===== src/rtl/div_seq.sv =====
// Sequential signed divider for the multicycle MIPS datapath: restoring division
// on operand magnitudes, one quotient bit per cycle, followed by a sign fix-up step.
module div_seq #(
  parameter int unsigned WIDTH = 32
) (
  input  logic             clk,
  input  logic             reset,
  input  logic             div_start,
  input  logic [WIDTH-1:0] a_in,
  input  logic [WIDTH-1:0] b_in,
  output logic             busy,
  output logic             done,
  output logic             div_zero,
  output logic [WIDTH-1:0] hi_out,
  output logic [WIDTH-1:0] lo_out
);

  localparam int unsigned CW = $clog2(WIDTH + 1);

  typedef enum logic [1:0] {IDLE, RUN, FIX, DONE} state_t;

  state_t           state, state_nx;
  logic             accept;
  logic             b_is_zero;

  // Magnitudes are kept as unsigned WIDTH-bit values, which already covers 2^(WIDTH-1).
  logic [WIDTH-1:0] rem, quo, b_abs;
  logic [CW-1:0]    cnt;
  logic             sign_q, sign_r;

  logic [WIDTH-1:0] a_abs_in, b_abs_in;
  logic [WIDTH:0]   shifted;
  logic             fits;
  logic [WIDTH-1:0] diff;

  always_comb begin
    b_is_zero = (b_in == '0);
    a_abs_in  = a_in[WIDTH-1] ? -a_in : a_in;
    b_abs_in  = b_in[WIDTH-1] ? -b_in : b_in;
    shifted   = {rem, quo[WIDTH-1]};
    fits      = (shifted >= {1'b0, b_abs});
    // When the trial subtraction fits, the result is below |b| and thus fits WIDTH bits.
    diff      = shifted[WIDTH-1:0] - b_abs;
  end

  always_comb begin
    state_nx = state;
    accept   = 1'b0;
    busy     = 1'b0;
    done     = 1'b0;
    case (state)
      IDLE: begin
        if (div_start) begin
          accept   = 1'b1;
          state_nx = b_is_zero ? DONE : RUN;
        end
      end
      RUN: begin
        busy = 1'b1;
        if (cnt == CW'(1)) state_nx = FIX;
      end
      FIX: begin
        busy     = 1'b1;
        state_nx = DONE;
      end
      DONE: begin
        done     = 1'b1;
        state_nx = IDLE;
      end
    endcase
  end

  always_ff @(posedge clk) begin
    if (reset) begin
      state    <= IDLE;
      rem      <= '0;
      quo      <= '0;
      b_abs    <= '0;
      cnt      <= '0;
      sign_q   <= 1'b0;
      sign_r   <= 1'b0;
      div_zero <= 1'b0;
      hi_out   <= '0;
      lo_out   <= '0;
    end else begin
      state <= state_nx;
      case (state)
        IDLE: begin
          if (accept) begin
            div_zero <= b_is_zero;
            rem      <= '0;
            quo      <= a_abs_in;
            b_abs    <= b_abs_in;
            sign_q   <= a_in[WIDTH-1] ^ b_in[WIDTH-1];
            sign_r   <= a_in[WIDTH-1];
            cnt      <= CW'(WIDTH);
          end
        end
        RUN: begin
          if (fits) begin
            rem <= diff;
            quo <= {quo[WIDTH-2:0], 1'b1};
          end else begin
            rem <= shifted[WIDTH-1:0];
            quo <= {quo[WIDTH-2:0], 1'b0};
          end
          cnt <= cnt - CW'(1);
        end
        FIX: begin
          lo_out <= sign_q ? -quo : quo;
          hi_out <= sign_r ? -rem : rem;
        end
        DONE: ;
      endcase
    end
  end

endmodule

===== config.mk =====
export PLATFORM = sky130hd
export DESIGN_NAME = div_seq
export DESIGN_NICKNAME = d
export VERILOG_FILES = /design/src/rtl/div_seq.sv
export SDC_FILE = /design/constraint.sdc
export NUM_CORES = 1
export LEC_CHECK = 0
export BUFFER_PORTS_ARGS = -buffer_cell sky130_fd_sc_hd__clkbuf_2
export CORE_UTILIZATION = 25
export CTS_BUF_LIST = sky130_fd_sc_hd__clkbuf_8 sky130_fd_sc_hd__clkbuf_16
export CTS_CLUSTER_DIAMETER = 40
export DETAILED_ROUTE_END_ITERATION = 6
export SYNTH_ARGS = -nofsm -noshare
export SYNTH_HDL_FRONTEND = slang
export SYNTH_SLANG_ARGS = --single-unit

===== constraint.sdc =====
create_clock -name clk -period 7.3 [get_ports clk]
set_input_delay 0.365 -clock clk [delete_from_list [all_inputs] [get_ports clk]]
set_output_delay 0.365 -clock clk [all_outputs]
set_load 0.05 [all_outputs]

==> impl_metrics.env, run 1 <==
export IMPL_worst_slack_ns=3.58
export IMPL_grt_pass1_vias=9243
export IMPL_pwr_share_comb_pct=48.6
export IMPL_grt_pass1_wl_um=50000
export IMPL_critical_path_class="flop to flop"
export IMPL_grtUsageTotal_pct=14.3
export IMPL_ant_nets=0
export IMPL_finalWorstPathRequiredPeriod_ns=3.72
export IMPL_syn2layout_area_growth_pct=16.3
export IMPL_fp_dieH_um=209
export IMPL_viasPerCell=4.95
export IMPL_cts_tree="yes"
export IMPL_hold_viol_final=0
export IMPL_die_w_um=209
export IMPL_p_seq_share_pct=30.0
export IMPL_clock_sinks=171
export IMPL_worstPathRequired_ns=7.68
export IMPL_final_cell_count_no_fill=2000
export IMPL_drtIter0Drc=764
export IMPL_cp_slowest_stage_delay_ns=0.99
export IMPL_ys_ff_latch=171
export IMPL_cp_cell_sequence="ha_1 > and3_1 > and2_1 > nand2_1 > nor3_1 > a31oi_1 > nand3_1 > a211oi_1 > o31a_1 > and3_1 > a221o_1"
export IMPL_path_clk_slew_ns=0.07
export IMPL_reg2reg_depth=11
export IMPL_cts_root_buf="clkbuf_16"
export IMPL_critPathSlowestCell="o31a_1"
export IMPL_synth_cells=1375
export IMPL_clock_path_buffers=2
export IMPL_worstMarginPinSlew_ns=1.28
export IMPL_num_rows=75
export IMPL_synth_common_cells="dfxtp_1 (171), nand2_1 (155), nor2_1 (142)"
export IMPL_holdBufCountCts=0
export IMPL_end_kind="flop"
export IMPL_path_max_fanout=29
export IMPL_worst_hold_path_num_cells=3
export IMPL_wl_um=31100
export IMPL_htreeDepth=4
export IMPL_gp_congestion=0.907
export IMPL_fin_nets=1555
export IMPL_wire_per_inst_um=15.5
export IMPL_p_sw_share_pct=46.1
export IMPL_cap_violations=0
export IMPL_critPathMostFrequentCell="and3_1"
export IMPL_syn_nets=1485
export IMPL_io_buffers=133
export IMPL_ys_types=63
export IMPL_dpl_worst_slack_ns=3.67
export IMPL_cts_setup_buffers=0
export IMPL_max_freq_mhz=269
export IMPL_synthArstFlopShare_pct=0
export IMPL_power_per_cell_area_nw_per_um2=372
export IMPL_leakage_uw=0.00494
export IMPL_synth_main_ff_cell="dfxtp_1"
export IMPL_gr_total_overflow=0
export IMPL_crit_arrival_ns=4.10
export IMPL_cts_buffers=17
export IMPL_synth_area_per_cell_sq_um=7.76
export IMPL_drtPass1Iterations=5
export IMPL_setup_viol=0
export IMPL_dr_total_vias=9892
export IMPL_synth_top_area_share_pct=32.1
export IMPL_yosysSeqAreaShare_pct=32.1
export IMPL_core_area_sq_um=42000
export IMPL_dieArea_sq_um=43500
export IMPL_antenna_found_initial=3
export IMPL_ys_top_cells_by_area="dfxtp_1 (32%), xor2_1 (8.7%), a211oi_1 (6.6%)"
export IMPL_grt_max_degree=98
export IMPL_clock_skew_ns=0.00780
export IMPL_slew_headroom_pct=14.3
export IMPL_ys_warn_count=0
export IMPL_p_clk_share_pct=21.4
export IMPL_start_util_pct=25.4
export IMPL_status="finished clean"
export IMPL_slew_viol_final=0
export IMPL_timing_setup_tns_ns=0
export IMPL_dp_cells=1965
export IMPL_synth_edf_count=0
export IMPL_p_int_uw=2490
export IMPL_synth_largest_area_cell="dfxtp_1"
export IMPL_fin_util_pct=29.5
export IMPL_irDropWorstVdd_v=0.000163
export IMPL_hpwl_um=24300
export IMPL_drive_gt1_share_pct=12.8
export IMPL_cp_start_kind="flop"
export IMPL_p_sw_uw=2130
export IMPL_drc=0
export IMPL_pin_count=134
export IMPL_syn_area_sq_um=10700
export IMPL_yosysMostFrequentCell="dfxtp_1"
export IMPL_cts_resized=0
export IMPL_rsz0062_at_grt="no"
export IMPL_insertion_delay_ns=0.44
export IMPL_min_period_over_period_pct=50.9
export IMPL_worstHoldPathType="input port to flop"
[power by group through the flow]
| stage | sequential (uW) | combinational (uW) | clock, uW |
|---|---|---|---|
| 2_1_floorplan | 1690 | 1420 | 0 |
| 3_3_place_gp | 1390 | 2230 | 0 |
| 3_5_place_dp | 1410 | 2250 | 0 |
| 4_1_cts | 1390 | 2250 | 1010 |
| 5_1_grt | 1420 | 2490 | 1050 |
| 6_report | 1390 | 2240 | 989 |
[sequential cells by signal (all words and copies together), names as in the netlist]
| register | count |
|---|---|
| cnt | 6 |
| lo_out | 32 |
| hi_out | 32 |
| state | 2 |
| sign_q | 1 |
| rem | 32 |
| b_abs | 32 |
| quo | 32 |
| sign_r | 1 |
| div_zero | 1 |
[worst max-delay path: cells and delay by family, from the launching register on]
family / cells / cell delay [ns]
flops: 1 / 0.48
fa+ha+maj: 1 / 0.40
simple gates: 6 / 1.06
compound gates: 4 / 1.70
[final timing paths]
path | slack (ns) | to | start
setup / recovery | 3.58 | rem[29] | rem[24]
hold / removal | 0.19 | b_abs[0] | b_in[0]
setup reg to reg | 3.58 | rem[29] | rem[24]
hold reg to reg | 0.45 | b_abs[22] | b_abs[22]
[logic make-up (layout without fill, tap and decap cells)]
| family | after synthesis | in the layout | share of synthesized area (%) |
|---|---|---|---|
| muxes | 8 | 8 | 0.750 |
| DFF | 171 | 171 | 32.1 |
| xor gates and xnor gates | 147 | 147 | 12.1 |
| AOI/OAI and AO/OA | 376 | 376 | 24.0 |
| buffers and inverters | 141 | 224 | 5.00 |
| adders and majority gates | 43 | 43 | 5.11 |
| other | 0 | 3 | 0 |
| and+or+nand+nor | 489 | 489 | 21.1 |
[area by class of cell]
class                      count  area [sq um]
fill                        4434         29600
multi-input combinational   1063          6760
sequential                   171          3420
timing repair buffer         138           706
tap                          539           674
clock buffer                  21           480
inverter                      54           203
clock inverter                11           166
antenna                        3          7.51
[placed cells by master, fill, tap and decap left out, types with 18 or more instances in the layout]
cell      instances
dfxtp_1         171
nand2_1         155
nor2_1          140
clkbuf_2        132
xor2_1          106
a211oi_1         94
o21ai_0          85
nand3_1          77
inv_1            56
a21oi_1          56
xnor2_1          41
ha_1             41
o31ai_1          37
nor3_1           18
[metal layers]
metal  track usage, %  vias to the layer above  wire length (um)
li1                 -                     5096                 -
met1             20.8                     4533             15900
met2             20.4                      221             12800
met3             3.29                       40              1620
met4             5.17                        2               761
met5                0                        -                13
[stage by stage]
stage                     hold WS, ns  total power [uW]  instance area (sq um)
after CTS                       0.175              4650                  12400
final                           0.194              4620                  12400
after global routing            0.201              4960                  12400
after floorplan                 0.432              3110                  10700
after detailed placement        0.447              3650                  11800
after global placement          0.443              3620                  11800
(Power assumes the default switching activity.)
==> inputs of run 2 (changes only) <==
clock period = 3.7 ns   (was 7.3 ns; I/O delays follow)
==> run 2 against run 1 <==
Effect of this change:
- via count rose by 1.8%
- clock power up 98%
- non-clock buffer count up 21
- sequential share of layout area is 0.37 points lower
- die area is the same
- critical path type unchanged
- largest power group unchanged
- design area increased by 1.4%
- total power up 100%
==> impl_metrics.env, run 2 (synthesis results as in run 1) <==
export IMPL_timing_setup_tns_ns=0
export IMPL_power_per_cell_area_nw_per_um2=732
export IMPL_path_max_fanout=22
export IMPL_p_clk_share_pct=21.3
export IMPL_num_rows=75
export IMPL_syn2layout_area_growth_pct=17.9
export IMPL_drc=0
export IMPL_drtIter0Drc=725
export IMPL_status="finished clean"
export IMPL_grt_pass1_vias=9332
export IMPL_fin_nets=1576
export IMPL_fill_cells=4513
export IMPL_rsz0062_at_grt="no"
export IMPL_worstReg2RegEnd="rem[26]"
export IMPL_gp_congestion=0.927
export IMPL_cts_buffers=17
export IMPL_drtPass1Iterations=5
export IMPL_worstHoldPathType="input port to flop"
export IMPL_mostFrequentLayoutCells="dfxtp_1 (171), nand2_1 (155), nor2_1 (140)"
export IMPL_grt_max_degree=111
export IMPL_cp_start_kind="flop"
export IMPL_irDropWorstVdd_v=0.000376
export IMPL_fp_dieH_um=209
export IMPL_p_seq_share_pct=29.7
export IMPL_end_kind="flop"
export IMPL_cts_resized=0
export IMPL_grtUsageTotal_pct=14.5
export IMPL_worstMarginPinSlew_ns=1.15
export IMPL_mostFrequentLayoutCell="dfxtp_1"
export IMPL_critPathBufInv=1
export IMPL_hold_viol_final=0
export IMPL_cts_tree="yes"
export IMPL_cts_setup_buffers=0
export IMPL_critPathSlowestCell="dfxtp_1"
export IMPL_pwr_share_comb_pct=49.0
export IMPL_critical_path_class="flop to flop"
export IMPL_io_buffers=133
export IMPL_path_clk_slew_ns=0.07
export IMPL_r2r_slack_ns=0.51
export IMPL_drive_gt1_share_pct=14.1
export IMPL_total_power_uw=9220
export IMPL_cap_violations=0
export IMPL_start_util_pct=25.4
export IMPL_dieArea_sq_um=43500
export IMPL_insertion_delay_ns=0.45
export IMPL_whs_endpoint="b_abs[0]"
export IMPL_finalWorstPathRequiredPeriod_ns=3.19
export IMPL_wl_um=31300
export IMPL_dr_total_vias=10100
export IMPL_path_delay_family="compound AO/OA/AOI/OAI gates"
export IMPL_clock_path_buffers=2
export IMPL_wire_per_inst_um=15.5
export IMPL_cts_root_buf="clkbuf_16"
export IMPL_reg2reg_depth=12
export IMPL_worstPathRequired_ns=4.08
export IMPL_slew_viol_final=0
export IMPL_pin_count=134
export IMPL_p_int_uw=4950
export IMPL_antenna_found_initial=3
export IMPL_holdBufCountCts=0
export IMPL_clock_skew_ns=0.00612
export IMPL_min_period_over_period_pct=86.2
export IMPL_slew_headroom_pct=23.1
export IMPL_crit_arrival_ns=3.56
export IMPL_viasPerCell=4.99
export IMPL_p_sw_uw=4270
export IMPL_r2r_start="rem[26]"
export IMPL_htreeDepth=4
export IMPL_die_w_um=209
export IMPL_leakage_uw=0.00504
export IMPL_ant_nets=0
export IMPL_gr_total_overflow=0
export IMPL_hold_path_startpoint="b_in[0]"
export IMPL_hpwl_um=24500
export IMPL_cp_slowest_stage_delay_ns=0.51
export IMPL_worst_hold_path_num_cells=3
export IMPL_p_sw_share_pct=46.3
export IMPL_clock_sinks=171
export IMPL_cp_cell_sequence="ha_1 > and3_1 > and2_1 > nand2_1 > nor3_1 > a31oi_1 > nand3_1 > a211oi_1 > o31a_1 > buf_12 > a32oi_1 > o21ai_0"
export IMPL_grt_pass1_wl_um=50700
export IMPL_setup_viol=0
export IMPL_core_area_sq_um=42000
export IMPL_max_freq_mhz=314
## run 2: cell count changes in the layout (fill, tap and decap cells not counted), moves of 2 or more
cell and change:
buf_4 +20, inv_6 +3, clkbuf_8 -3, inv_1 -2
## run 2: stage by stage
| stage | worst slack (ns) | util (%) | cell area (sq um) | cells | hold WS, ns |
|---|---|---|---|---|---|
| floorplan | 0.714 | - | 10700 | 1375 | 0.321 |
| global placement | 0.584 | 28.4 | 11900 | 1986 | 0.441 |
| detailed placement | 0.485 | 28.4 | 11900 | 1986 | 0.449 |
| CTS | 0.542 | 29.9 | 12600 | 2018 | 0.00489 |
| global route | 0.294 | 29.9 | 12600 | 2019 | 0.0368 |
| finish | 0.512 | 29.9 | 12600 | 2020 | 0.0200 |
## run 2: worst max path at each step
stage	cells past startpoint	to	from	slack, ns
2_1_floorplan	13	rem[24]	rem[8]	0.71
6_report	12	rem[26]	rem[26]	0.51
4_1_cts	12	rem[20]	rem[26]	0.54
3_3_place_gp	13	rem[30]	b_abs[1]	0.58
3_5_place_dp	10	state[1]	b_in[10]	0.49
5_1_grt	12	rem[26]	rem[26]	0.29
## run 2: area by class of cell
cell class,instances,area [sq um],share of cell area (%)
Antenna cell,2,5.00,0.0398
Clock buffer,18,439,3.49
Clock inverter,14,209,1.66
Inverter,54,203,1.61
Multi-Input combinational cell,1063,6760,53.7
Sequential cell,171,3420,27.2
Tap cell,539,674,5.36
Timing Repair Buffer,159,876,6.96
## run 2: worst min-delay path, cell delays in order
cell      delay, ns
clkbuf_2       0.11
nand2_1        0.07
a21oi_1        0.06
## run 2: layer usage
| layer | wire, um | track usage [%] | vias to the layer above |
|---|---|---|---|
| met5 | 10 | 0 | - |
| met4 | 581 | 4.84 | 2 |
| met3 | 1710 | 2.95 | 27 |
| met2 | 13200 | 21.3 | 242 |
| met1 | 15800 | 21.0 | 4658 |
| li1 | - | - | 5142 |
## run 2: power by group through the flow
| stage | Sequential (uW) | Clock (uW) | Combinational (uW) |
|---|---|---|---|
| 2_1_floorplan | 3330 | 0 | 2800 |
| 3_3_place_gp | 2760 | 0 | 4500 |
| 3_5_place_dp | 2780 | 0 | 4550 |
| 4_1_cts | 2740 | 2010 | 4560 |
| 5_1_grt | 2810 | 2080 | 5020 |
| 6_report | 2740 | 1960 | 4520 |
